**src/rtl/note_fetch_sequencer.sv**
```systemverilog
// Instruction fetch sequencer for the music player: reads program words from
// external SRAM, applies tempo words in order and queues note words for the executor.
module note_fetch_sequencer #(
    parameter int unsigned ADDR_W      = 18,
    parameter int unsigned SRAM_WAIT   = 2,
    parameter int unsigned FIFO_DEPTH  = 4,
    parameter int unsigned DEFAULT_BPM = 96
) (
    input  logic              CLK,
    input  logic              RST,
    input  logic              start,
    output logic [ADDR_W-1:0] SRAM_A,
    input  logic [15:0]       SRAM_D,
    output logic              ins_valid,
    output logic [15:0]       ins_data,
    input  logic              ins_ready,
    output logic [11:0]       bpm,
    output logic              busy,
    output logic              done,
    output logic [ADDR_W-1:0] pc
);

    localparam int unsigned PTR_W  = $clog2(FIFO_DEPTH);
    localparam int unsigned CNT_W  = PTR_W + 1;
    localparam int unsigned WAIT_W = (SRAM_WAIT > 1) ? $clog2(SRAM_WAIT) : 1;

    localparam logic [1:0] S_IDLE  = 2'd0;
    localparam logic [1:0] S_ADDR  = 2'd1;
    localparam logic [1:0] S_WAIT  = 2'd2;
    localparam logic [1:0] S_DRAIN = 2'd3;

    logic [1:0]        state;
    logic [1:0]        state_next;
    logic [WAIT_W-1:0] wait_cnt;
    logic [15:0]       fifo_mem [FIFO_DEPTH];
    logic [PTR_W-1:0]  rd_ptr;
    logic [PTR_W-1:0]  wr_ptr;
    logic [CNT_W-1:0]  count;

    logic [15:0] head;
    logic        head_is_note;
    logic        pop;
    logic        capture;
    logic        word_is_note;
    logic        word_is_bpm;
    logic        word_is_end;
    logic        push;
    logic        fifo_room;
    logic        pc_last;
    logic        issue;
    logic        start_run;
    logic        finish;

    assign head         = fifo_mem[rd_ptr];
    assign head_is_note = (count != '0) && head[15];
    // Tempo words at the head are consumed internally without waiting on the executor.
    assign pop          = (count != '0) && (!head[15] || ins_ready);
    assign capture      = (state == S_WAIT) && (wait_cnt == '0);
    assign word_is_note = SRAM_D[15];
    assign word_is_bpm  = (SRAM_D[15:12] == 4'b0001);
    assign word_is_end  = (SRAM_D[15:12] == 4'b0000);
    assign push         = capture && (word_is_note || word_is_bpm);
    assign fifo_room    = (count < CNT_W'(FIFO_DEPTH));
    assign pc_last      = (pc == {ADDR_W{1'b1}});

    assign ins_valid = head_is_note;
    assign ins_data  = head_is_note ? head : 16'h0000;
    assign busy      = (state != S_IDLE);

    // State register.
    always_ff @(posedge CLK or posedge RST) begin
        if (RST) begin
            state <= S_IDLE;
        end else begin
            state <= state_next;
        end
    end

    // Next-state and control strobes.
    always_comb begin
        state_next = state;
        issue      = 1'b0;
        start_run  = 1'b0;
        finish     = 1'b0;
        case (state)
            S_IDLE: begin
                if (start) begin
                    start_run  = 1'b1;
                    state_next = S_ADDR;
                end
            end
            S_ADDR: begin
                if (fifo_room) begin
                    issue      = 1'b1;
                    state_next = S_WAIT;
                end
            end
            S_WAIT: begin
                if (capture) begin
                    // The last address acts as an implicit END so the pc never wraps.
                    state_next = (word_is_end || pc_last) ? S_DRAIN : S_ADDR;
                end
            end
            S_DRAIN: begin
                if (count == '0) begin
                    finish     = 1'b1;
                    state_next = S_IDLE;
                end
            end
            default: state_next = S_IDLE;
        endcase
    end

    // Address, wait counter, prefetch FIFO, tempo and completion flag.
    always_ff @(posedge CLK or posedge RST) begin
        if (RST) begin
            SRAM_A   <= '0;
            pc       <= '0;
            wait_cnt <= '0;
            rd_ptr   <= '0;
            wr_ptr   <= '0;
            count    <= '0;
            bpm      <= 12'(DEFAULT_BPM);
            done     <= 1'b0;
            for (int unsigned i = 0; i < FIFO_DEPTH; i++) begin
                fifo_mem[i] <= 16'h0000;
            end
        end else begin
            if (issue) begin
                SRAM_A   <= pc;
                wait_cnt <= WAIT_W'(SRAM_WAIT - 1);
            end else if ((state == S_WAIT) && (wait_cnt != '0)) begin
                wait_cnt <= wait_cnt - WAIT_W'(1);
            end

            if (capture && !pc_last) begin
                pc <= pc + ADDR_W'(1);
            end

            if (start_run) begin
                pc     <= '0;
                bpm    <= 12'(DEFAULT_BPM);
                done   <= 1'b0;
                rd_ptr <= '0;
                wr_ptr <= '0;
                count  <= '0;
            end else begin
                if (push) begin
                    fifo_mem[wr_ptr] <= SRAM_D;
                    wr_ptr           <= wr_ptr + PTR_W'(1);
                end
                if (pop) begin
                    rd_ptr <= rd_ptr + PTR_W'(1);
                    // A zero tempo is ignored so downstream never divides by zero.
                    if (!head[15] && (head[11:0] != 12'h000)) begin
                        bpm <= head[11:0];
                    end
                end
                case ({push, pop})
                    2'b10:   count <= count + CNT_W'(1);
                    2'b01:   count <= count - CNT_W'(1);
                    default: count <= count;
                endcase
                if (finish) begin
                    done <= 1'b1;
                end
            end
        end
    end

endmodule

```
**config.mk**
```make
export PLATFORM = sky130hd
export DESIGN_NAME = note_fetch_sequencer
export DESIGN_NICKNAME = d
export VERILOG_FILES = /design/src/rtl/note_fetch_sequencer.sv
export SDC_FILE = /design/constraint.sdc
export NUM_CORES = 1
export LEC_CHECK = 0
export ABC_AREA = 1
export BUFFER_PORTS_ARGS = -buffer_cell sky130_fd_sc_hd__buf_2
export CAP_MARGIN = 30
export CELL_PAD_IN_SITES_DETAIL_PLACEMENT = 1
export CELL_PAD_IN_SITES_GLOBAL_PLACEMENT = 2
export CORE_UTILIZATION = 38
export DETAILED_ROUTE_END_ITERATION = 8
export HOLD_SLACK_MARGIN = 0.06
export PLACE_DENSITY_LB_ADDON = 0.15
export SETUP_SLACK_MARGIN = 0.15
export SLEW_MARGIN = 30
export SYNTH_ARGS = -nofsm -noshare
export SYNTH_HDL_FRONTEND = slang
export SYNTH_SLANG_ARGS = --single-unit
```
**constraint.sdc**
```tcl
create_clock -name CLK -period 9.4 [get_ports CLK]
set_input_delay 0.94 -clock CLK [delete_from_list [all_inputs] [get_ports CLK]]
set_output_delay 0.94 -clock CLK [all_outputs]
set_load 0.02 [all_outputs]
```
==> impl_metrics.json <==
{
  "status": "completed",
  "cp-end-kind": "primary output",
  "crit_path_max_fanout": 19,
  "hold_path_startpoint": "SRAM_A[6]",
  "grt_pass1_wl_um": 27200,
  "reg2reg_depth": 8,
  "cp.required_ps": 8460,
  "placed_cells": 941,
  "fill_cells": 1884,
  "maxSlewViolCount": 0,
  "worst_pin_slew_ps": 836,
  "switching_power_w": 0.000954,
  "slowest_delay_ps": 840,
  "clk_pin_slew_worst_paths_ps": 50,
  "syn-instance-count": 666,
  "synth_ff_type": "dfrtp_1",
  "syn_area_per_cell_sq_um": 9.23,
  "worstSetupStartpoint": "rd_ptr[1]",
  "rows": 46,
  "power_density_nw_per_um2": 321,
  "reg2reg_setup_slack_ps": 6460,
  "yosys_warnings": 0,
  "hold_viol_final": 0,
  "grt_setup_unrepaired": "no",
  "nNetsFinal": 770,
  "cts_hold_buffers": 0,
  "cp_common_cell": "nand2_1",
  "yosys.area.top_type_share_pct": 49.3,
  "synth_cell_types": 39,
  "r2r_end": "bpm[5]",
  "cts_buffers": 17,
  "seq_power_share_pct": 34.2,
  "wirelength_um": 16500,
  "synthesis.nets": 692,
  "core_region_area_sq_um": 15800,
  "post_cts_buffers": 0,
  "avgViaCountPerCell": 5.01,
  "fin_skew_ps": 8.12,
  "cts_max_path_buffers": 2,
  "clock.fmax_mhz": 263,
  "drc": 0,
  "r2r-start": "rd_ptr[1]",
  "wl_per_cell_um": 17.0,
  "die_h_um": 129,
  "insertion_delay_ps": 420,
  "crit_chain": "clkinv_2 > nand2_1 > o21ai_2 > nand2_1 > inv_1 > buf_2",
  "synth_most_common_cell": "nand2_1",
  "crit_slowest_cell": "dfrtp_1",
  "maxCapViolCount": 0,
  "synth_top_cell_by_area": "dfrtp_1",
  "slew_headroom_pct": 44.2,
  "combPwrFrac_pct": 38.5,
  "synth_area_sq_um": 6150,
  "clkPwrFrac_pct": 27.3,
  "async_flop_share_pct": 100,
  "period_needed_ps": 3800,
  "grtUsageTotal_pct": 21.8,
  "dieArea_sq_um": 16700,
  "final_area_sq_um": 7240,
  "fp.dieW_um": 129,
  "cts_tree": "built",
  "start_kind": "flip-flop",
  "finalSetupTns_ps": 0,
  "post-place-ws_ps": 6020,
  "root_buffer": "clkbuf_16",
  "hpwl_um": 11200,
  "gp_congestion": 0.797,
  "final_antenna_net_count": 0,
  "vias": 4873,
  "grt_pass1_vias": 5065,
  "yosysSeqAreaShare_pct": 50.1,
  "syn_to_final_growth_pct": 17.7,
  "cp.arrival_ps": 2860,
  "p_leak_nw": 3.71,
  "ys_ff_latch": 123,
  "firstDrtPassIters": 4,
  "grt_overflow": 0,
  "p_int_w": 0.00137,
  "grt_max_degree": 74,
  "place_area_sq_um": 6660,
  "vdd_drop_max_v": 0.000204,
  "critPathKind": "flip-flop to primary output",
  "hold_class": "flip-flop to flip-flop",
  "synth_common_cells": "nand2_1 (164), dfrtp_1 (121), inv_1 (57)",
  "start_util_pct": 38.8,
  "numPortBuffers": 86,
  "clock_sinks": 123,
  "ios": 87,
  "layout.cells.non_filler": 972,
  "cts_max_level": 4,
  "critPathCapture": "ins_data[15]",
  "diodes": 0,
  "switching_share_pct": 41.0,
  "period_share_pct": 40.4,
  "synth-edff-count": 0,
  "antenna_found_initial": 0,
  "finalSetupViolCount": 0,
  "drive_gt1_share_pct": 27.1,
  "ys_top_cells_by_area": "dfrtp_1 (49%), nand2_1 (10%), mux2_2 (9.0%), nand3_1 (4.6%), o21ai_0 (3.5%)",
  "timing.final.ws_setup_ps": 5600,
  "ctsResizeCount": 0,
  "drtIter0Drc": 248
}
power by group through the flow:
stage / clock network (W) / registers [W] / logic (W)
6_report: 0.000634 / 0.000796 / 0.000894
5_1_grt: 0.000671 / 0.000819 / 0.00101
4_1_cts: 0.000651 / 0.000797 / 0.000906
3_5_place_dp: 0 / 0.000805 / 0.000899
3_3_place_gp: 0 / 0.000798 / 0.000872
2_1_floorplan: 0 / 0.000809 / 0.000665
cell type report:
| type | instances | area, sq um | area share, % |
|---|---|---|---|
| multi-input combinational | 450 | 2610 | 36.0 |
| sequential | 123 | 3080 | 42.6 |
| clock buffer | 25 | 515 | 7.12 |
| tap | 216 | 270 | 3.73 |
| clock inverter | 6 | 60.1 | 0.830 |
| inverter | 62 | 239 | 3.30 |
| timing repair buffer | 90 | 464 | 6.41 |
layout by cell type (no fill, tap or decap), drive strengths merged, types with 10 or more instances in the layout:
| master | instances |
|---|---|
| a21oi | 12 |
| buf | 90 |
| clkbuf | 25 |
| dfrtp | 121 |
| inv | 61 |
| mux2 | 50 |
| nand2 | 172 |
| nand3 | 57 |
| nand4 | 20 |
| nor2 | 41 |
| nor3 | 11 |
| o21ai | 57 |
| xor2 | 10 |
flip-flops by register name, summed over array words and instances (netlist names), 2 cells and up:
signal    cells
bpm          12
rd_ptr        2
state         2
wr_ptr        2
count         3
SRAM_A       18
fifo_mem     64
pc           18
worst min-delay path by stage:
stage                         endpoint  slack [ps]  cells past startpoint
after floorplan           fifo_mem[54]         460                      1
after global placement       SRAM_A[2]         460                      2
after detailed placement     SRAM_A[4]         470                      2
after CTS                    SRAM_A[6]         480                      2
after global routing         SRAM_A[6]         490                      2
final                        SRAM_A[6]         480                      2
routing by layer:
metal	wire [um]	vias up	global-route usage [%]
met5	0	-	0
met4	179	0	6.23
met3	738	11	5.57
met2	7750	78	34.8
met1	7860	2442	29.2
li1	-	2342	-
cell families (layout without fill, tap and decap cells):
group / count (synthesis) / in the layout / share of synthesized area [%]
buffers and inverters: 93 / 183 / 7.53
flip-flops: 123 / 123 / 50.1
multiplexers: 50 / 50 / 9.16
AND/OR/NAND/NOR: 305 / 305 / 22.8
AO/OA/AOI/OAI: 78 / 78 / 7.47
adder cells (fa/ha/maj): 6 / 6 / 1.34
XOR/XNOR: 11 / 11 / 1.57
metrics by stage:
| step | hold WS (ps) | power [W] | util (%) |
|---|---|---|---|
| floorplan | 458 | 0.00147 | - |
| global placement | 462 | 0.00167 | 42.0 |
| detailed placement | 468 | 0.00170 | 42.1 |
| CTS | 482 | 0.00235 | 45.7 |
| global route | 493 | 0.00250 | 45.7 |
| finish | 478 | 0.00232 | 45.7 |
worst max-delay path: cells and delay by family (launching register included):
kind | cells | cell delay [ps]
DFF | 1 | 840
AOI/OAI and AO/OA | 1 | 90
and+or+nand+nor | 2 | 700
buffers and inverters | 3 | 800
(Power assumes the default switching activity.)
